**config.mk**
```make
export PLATFORM = sky130hd
export DESIGN_NAME = key_step_ctrl
export DESIGN_NICKNAME = d
export VERILOG_FILES = /design/src/rtl/key_step_ctrl.sv
export SDC_FILE = /design/constraint.sdc
export NUM_CORES = 1
export LEC_CHECK = 0
export ABC_AREA = 1
export ABC_CLOCK_PERIOD_IN_PS = 2100
export BUFFER_PORTS_ARGS = -buffer_cell sky130_fd_sc_hd__buf_2
export CAP_MARGIN = 30
export CORE_MARGIN = 2
export CORE_UTILIZATION = 45
export CTS_CLUSTER_DIAMETER = 80
export CTS_CLUSTER_SIZE = 8
export DETAILED_ROUTE_END_ITERATION = 8
export PLACE_DENSITY = 0.66
export REMOVE_ABC_BUFFERS = 1
export SYNTH_ARGS = -nofsm -noshare
export SYNTH_HDL_FRONTEND = slang
export SYNTH_HIERARCHICAL = 1
export SYNTH_SLANG_ARGS = --single-unit
```
**constraint.sdc**
```tcl
create_clock -name clk -period 2.1 [get_ports clk]
set_input_delay 0 -clock clk [delete_from_list [all_inputs] [get_ports clk]]
set_output_delay 0 -clock clk [all_outputs]
set_load 0.005 [all_outputs]
```
**src/rtl/key_step_ctrl.sv**
```systemverilog
// Button step controller: sync/debounce two buttons, step a wrapping value, drive HEX1_D.
// Optional held-button auto-repeat is built when KEY_STEP_AUTO_REPEAT_EN is defined.

module key_step_deb #(
  parameter int DEBOUNCE_CYCLES = 16
) (
  input  logic clk,
  input  logic rst,
  input  logic btn_raw,
  output logic level,
  output logic press
);
  localparam int CW = $clog2(DEBOUNCE_CYCLES + 1);

  logic [1:0]    sync_q, sync_d;
  logic [CW-1:0] cnt_q, cnt_d;
  logic          lvl_q, lvl_d;
  logic          dly_q, dly_d;

  // The level flips one cycle after the counter has recorded DEBOUNCE_CYCLES mismatches.
  always_comb begin
    sync_d = {sync_q[0], btn_raw};
    cnt_d  = cnt_q;
    lvl_d  = lvl_q;
    dly_d  = lvl_q;
    if (sync_q[1] == lvl_q) begin
      cnt_d = '0;
    end else if (cnt_q == CW'(DEBOUNCE_CYCLES)) begin
      lvl_d = ~lvl_q;
      cnt_d = '0;
    end else begin
      cnt_d = cnt_q + 1'b1;
    end
  end

  always_ff @(posedge clk) begin
    if (rst) begin
      sync_q <= '0;
      cnt_q  <= '0;
      lvl_q  <= 1'b0;
      dly_q  <= 1'b0;
    end else begin
      sync_q <= sync_d;
      cnt_q  <= cnt_d;
      lvl_q  <= lvl_d;
      dly_q  <= dly_d;
    end
  end

  assign level = lvl_q;
  assign press = lvl_q & ~dly_q;
endmodule

module key_step_ctrl #(
  parameter int DEBOUNCE_CYCLES = 16,
  parameter int MAX_VAL         = 9,
  parameter int REPEAT_DELAY    = 32,
  parameter int REPEAT_PERIOD   = 8
) (
  input  logic       clk,
  input  logic       rst,
  input  logic       btn_up,
  input  logic       btn_dn,
  output logic [3:0] value,
  output logic       step_pulse,
  output logic [6:0] HEX1_D
);
  typedef enum logic [1:0] {IDLE, HELD_UP, HELD_DN} state_t;

  localparam logic [3:0] MAXV = 4'(MAX_VAL);

  // Bit 0 is the up button, bit 1 the down button.
  logic [1:0] db_lvl, press;

  key_step_deb #(.DEBOUNCE_CYCLES(DEBOUNCE_CYCLES)) u_deb [1:0] (
    .clk    (clk),
    .rst    (rst),
    .btn_raw({btn_dn, btn_up}),
    .level  (db_lvl),
    .press  (press)
  );

  state_t     state_q, state_d;
  logic [3:0] value_q, value_d;
  logic       step_q, step_d;
  logic [6:0] seg_q, seg_d;

`ifdef KEY_STEP_AUTO_REPEAT_EN
  localparam int TW = $clog2(REPEAT_DELAY + 1);
  logic [TW-1:0] timer_q, timer_d;
`else
  localparam int unused_repeat_cfg = REPEAT_DELAY + REPEAT_PERIOD;
`endif

  function automatic logic [3:0] val_inc(input logic [3:0] v);
    return (v == MAXV) ? 4'd0 : v + 4'd1;
  endfunction

  function automatic logic [3:0] val_dec(input logic [3:0] v);
    return (v == 4'd0) ? MAXV : v - 4'd1;
  endfunction

  function automatic logic [6:0] hex_seg(input logic [3:0] v);
    case (v)
      4'h0: return 7'b1000000;
      4'h1: return 7'b1111001;
      4'h2: return 7'b0100100;
      4'h3: return 7'b0110000;
      4'h4: return 7'b0011001;
      4'h5: return 7'b0010010;
      4'h6: return 7'b0000010;
      4'h7: return 7'b1111000;
      4'h8: return 7'b0000000;
      4'h9: return 7'b0010000;
      4'hA: return 7'b0001000;
      4'hB: return 7'b0000011;
      4'hC: return 7'b1000110;
      4'hD: return 7'b0100001;
      4'hE: return 7'b0000110;
      default: return 7'b0001110;
    endcase
  endfunction

  always_comb begin
    state_d = state_q;
    value_d = value_q;
    step_d  = 1'b0;
`ifdef KEY_STEP_AUTO_REPEAT_EN
    timer_d = timer_q;
`endif
    case (state_q)
      IDLE: begin
`ifdef KEY_STEP_AUTO_REPEAT_EN
        timer_d = '0;
`endif
        // Simultaneous presses cancel; each button must be released and pressed again.
        if (press[0] && !press[1]) begin
          state_d = HELD_UP;
          value_d = val_inc(value_q);
          step_d  = 1'b1;
        end else if (press[1] && !press[0]) begin
          state_d = HELD_DN;
          value_d = val_dec(value_q);
          step_d  = 1'b1;
        end
      end
      HELD_UP, HELD_DN: begin
        if (!db_lvl[(state_q == HELD_DN) ? 1 : 0]) begin
          state_d = IDLE;
        end else begin
`ifdef KEY_STEP_AUTO_REPEAT_EN
          // Reload to DELAY-PERIOD so later repeats land every PERIOD cycles.
          timer_d = timer_q + 1'b1;
          if (timer_q == TW'(REPEAT_DELAY - 1)) begin
            timer_d = TW'(REPEAT_DELAY - REPEAT_PERIOD);
            value_d = (state_q == HELD_UP) ? val_inc(value_q) : val_dec(value_q);
            step_d  = 1'b1;
          end
`endif
        end
      end
      default: state_d = IDLE;
    endcase
    seg_d = hex_seg(value_d);
  end

  always_ff @(posedge clk) begin
    if (rst) begin
      state_q <= IDLE;
      value_q <= 4'd0;
      step_q  <= 1'b0;
      seg_q   <= 7'b1000000;
`ifdef KEY_STEP_AUTO_REPEAT_EN
      timer_q <= '0;
`endif
    end else begin
      state_q <= state_d;
      value_q <= value_d;
      step_q  <= step_d;
      seg_q   <= seg_d;
`ifdef KEY_STEP_AUTO_REPEAT_EN
      timer_q <= timer_d;
`endif
    end
  end

  assign value      = value_q;
  assign step_pulse = step_q;
  assign HEX1_D     = seg_q;
endmodule

```
==> run_results.csv <==
group,metric,value,unit
cts,clock-sinks,32,
cells_and_area,fin_util,56.60,%
drt,avgViaCountPerCell,4.750,
setup_path,r2r_slack,160,ps
power_and_ir_drop,power.density,537.4,nW/um2
setup_path,critPathMaxFanout,5,
setup_path,required,2280,ps
setup_path,cp_slowest_cell,"dfxtp_1",
floorplanning,coreArea,3716,um2
cells_and_area,multi_input_area,1007,um2
setup_path,cp_cell_sequence,"inv_1, nor2_2, inv_1, ha_4, o21ai_2, xor2_1, inv_1, ha_1, nand2_2, nand2_2, nand2_1, nor2_1",
logic_synthesis,ys_top_cells_by_area,"dfxtp_1 36%, ha_1 9.9%, nand2_1 9.8%",
logic_synthesis,syn_inst,238,
timing,worst_pin_slew,423.5,ps
cts,clk_latency,290,ps
cts,cts_buffer_depth,2,
timing,tns,0,ps
timing,fin_crit,1942,ps
drt,drt_iter0_drc,65,
drt,drt-wirelength-per-cell,10.74,um
timing,maxSlewViolCount,0,
floorplanning,dieArea,4452,um2
setup_path,worstSetupEndpointType,"register",
global_routing,overflow,0,
cts,cts-root-buf,"clkbuf_8",
floorplanning,row_count,22,
setup_path,critical_path_class,"register to register",
cts,post-cts-setup-buffer-count,0,
floorplanning,fp.dieH,66.73,um
timing,fin_skew,4.690,ps
setup_path,cpMostUsedCell,"inv_1",
logic_synthesis,syn_area,1770,um2
setup_path,start_kind,"register",
status,status,"finished, final reports clean",
timing,report.final.setup_viol,0,
cells_and_area,fill_cells,363,
timing,max_slew_margin,71.77,%
setup_path,crit_buf_inv,3,
power_and_ir_drop,max-vdd-ir-drop,0.0003886,V
cts,cts_tree,"yes",
drt,vias,1501,
logic_synthesis,seq_area_frac_synth,36.18,%
cells_and_area,drive_gt1_share,25.00,%
cells_and_area,num-nets-final,285,
cells_and_area,area_growth,18.80,%
logic_synthesis,synth-seq-cells,32,
floorplanning,die_w,66.73,um
logic_synthesis,post-synth-top-area-cell,"dfxtp_1",
run,drv_cap,0,
drt,drc_errors,0,
floorplanning,initial_core_util,47.64,%
setup_path,cp_data_arrival_time,2120,ps
logic_synthesis,synth_cell_type_count,24,
global_routing,grt_max_degree,18,
global_routing,antenna_found_initial,0,
drt,drtPass1Iterations,4,
logic_synthesis,syn_avg_cell_area,7.439,um2
timing,hold_viol,0,
cells_and_area,seq_area,640.6,um2
setup_path,crit_family,"adder cells",
cells_and_area,num_antenna_cells,0,
cts,cts_htree_levels,2,
logic_synthesis,synth_top_area_share,36.18,%
drt,ant_nets,0,
placed_design,place_hpwl,2421,um
cts,clk_pin_slew,70,ps
timing,holdWs,125.7,ps
cts,cts_buffers,5,
timing,fmax,0.5148,GHz
placed_design,globalplace.congestion,0.8471,
worst_hold_path,hold_class,"input pin to register",
global_routing,grt_pass1_vias,1410,
timing,post-route-period-util,92.50,%
setup_path,cpPeakStageDelay,330,ps
logic_synthesis,yosysWarnings,6,
global_routing,track_usage,17.78,%
power_and_ir_drop,leakage,0.9641,nW
global_routing,grt_pass1_wl,5947,um
placed_design,port_buffers,15,
drt,drt_wl_total,3393,um
floorplanning,io_pins,16,
-- registers in the layout (all words and copies together), names as in the netlist --
signal and flops:
u_deb/level 2, HEX1_D 7, step_pulse 1, value 4
u_deb/dly_q 2, state_q 2, u_deb/cnt_q 10, u_deb/sync_q 4
-- metal layers --
metal,up-vias,wire length (um),GRT usage [%]
met1,682,1637,21.41
met2,20,1597,30.00
li1,794,-,-
met4,0,42,6.122
met3,5,115,5.236
met5,-,0,0
-- area by class of cell --
class,instances,share of cell area [%]
clock buffers,8,4.283
inverters,44,7.852
multi-input cells,161,47.89
flip-flops and latches,32,30.46
well taps,48,2.855
repair buffers,23,6.663
-- repair_timing --
action	in CTS	in global routing
endpoints found under the setup margin	4	7
resized for setup	1	14
gates cloned	0	0
pin swaps	0	1
hold buffers	2	0
endpoints found under the hold margin	2	0
-- metrics by stage --
step | cell area [um2] | setup WS, ps | instances | power (W)
3_3_place_gp | 1939 | 111.3 | 306 | 0.0006539
5_1_grt | 2103 | -7.742 | 316 | 0.001177
6_report | 2103 | 157.6 | 316 | 0.001130
4_1_cts | 2049 | 3.896 | 316 | 0.001143
2_1_floorplan | 1759 | 22.33 | 237 | 0.0006414
3_5_place_dp | 1939 | 49.41 | 306 | 0.0006542
-- cell usage in the layout (no fill, tap or decap), types with 2 or more instances in the layout --
cell type and instances:
inv_2 5, nor2_2 6, dfxtp_1 32, nand3_1 7, buf_2 15, nand3_4 3
nor2_4 5, nand4_1 8, nand2_2 8, xnor2_1 2, nand3_2 6, nand2_1 45
clkbuf_8 6, a21oi_1 6, o21ai_2 2, ha_4 2, dlygate4sd3_1 2, inv_1 39
clkbuf_1 2, nor3_1 2, o21ai_0 7, buf_4 6, nor2_1 31, ha_1 11
o21ai_1 5
-- cells in the mapped netlist --
cell / instances
a21oi_1: 6
a21oi_4: 1
and3_1: 1
buf_6: 1
dfxtp_1: 32
ha_1: 14
inv_1: 41
inv_2: 3
nand2_1: 46
nand2_2: 7
nand2_4: 1
nand3_1: 9
nand3_2: 4
nand3_4: 3
nand4_1: 8
nor2_1: 33
nor2_2: 5
nor2_4: 4
nor3_1: 2
o21ai_0: 8
o21ai_1: 5
o21ai_2: 1
xnor2_1: 2
xor2_1: 1
-- logic make-up after synthesis --
logic type | share of synthesized area, %
AO/OA/AOI/OAI | 6.785
XOR/XNOR | 1.484
AND/OR/NAND/NOR | 35.69
flip-flops | 36.18
buffers and inverters | 9.965
adder cells (fa/ha/maj) | 9.894
-- worst reg2reg max path, delay by kind of cell (launching register included) --
family,cells,cell delay [ps]
buffers and inverters,3,280
adder cells (fa/ha/maj),2,500
AND/OR/NAND/NOR,5,350
flip-flops,1,330
XOR/XNOR,1,230
AO/OA/AOI/OAI,1,150
-- power breakdown --
part | switching (W) | internal, W | leakage [nW]
registers | 0.00000309 | 0.000612 | 0.259
logic | 0.0000182 | 0.0000103 | 0.660
clock network | 0.000220 | 0.000267 | 0.0455
-- worst paths after layout --
kind / startpoint / to / cells past startpoint
hold / removal: rst / u_deb[1]/dly_q / 2
setup / recovery: u_deb[0]/level / HEX1_D[1] / 12
setup reg to reg: u_deb[0]/level / HEX1_D[1] / 12
hold reg to reg: u_deb[1]/sync_q[0] / u_deb[1]/sync_q[1] / 2
Power figures use the tool's default switching activity.
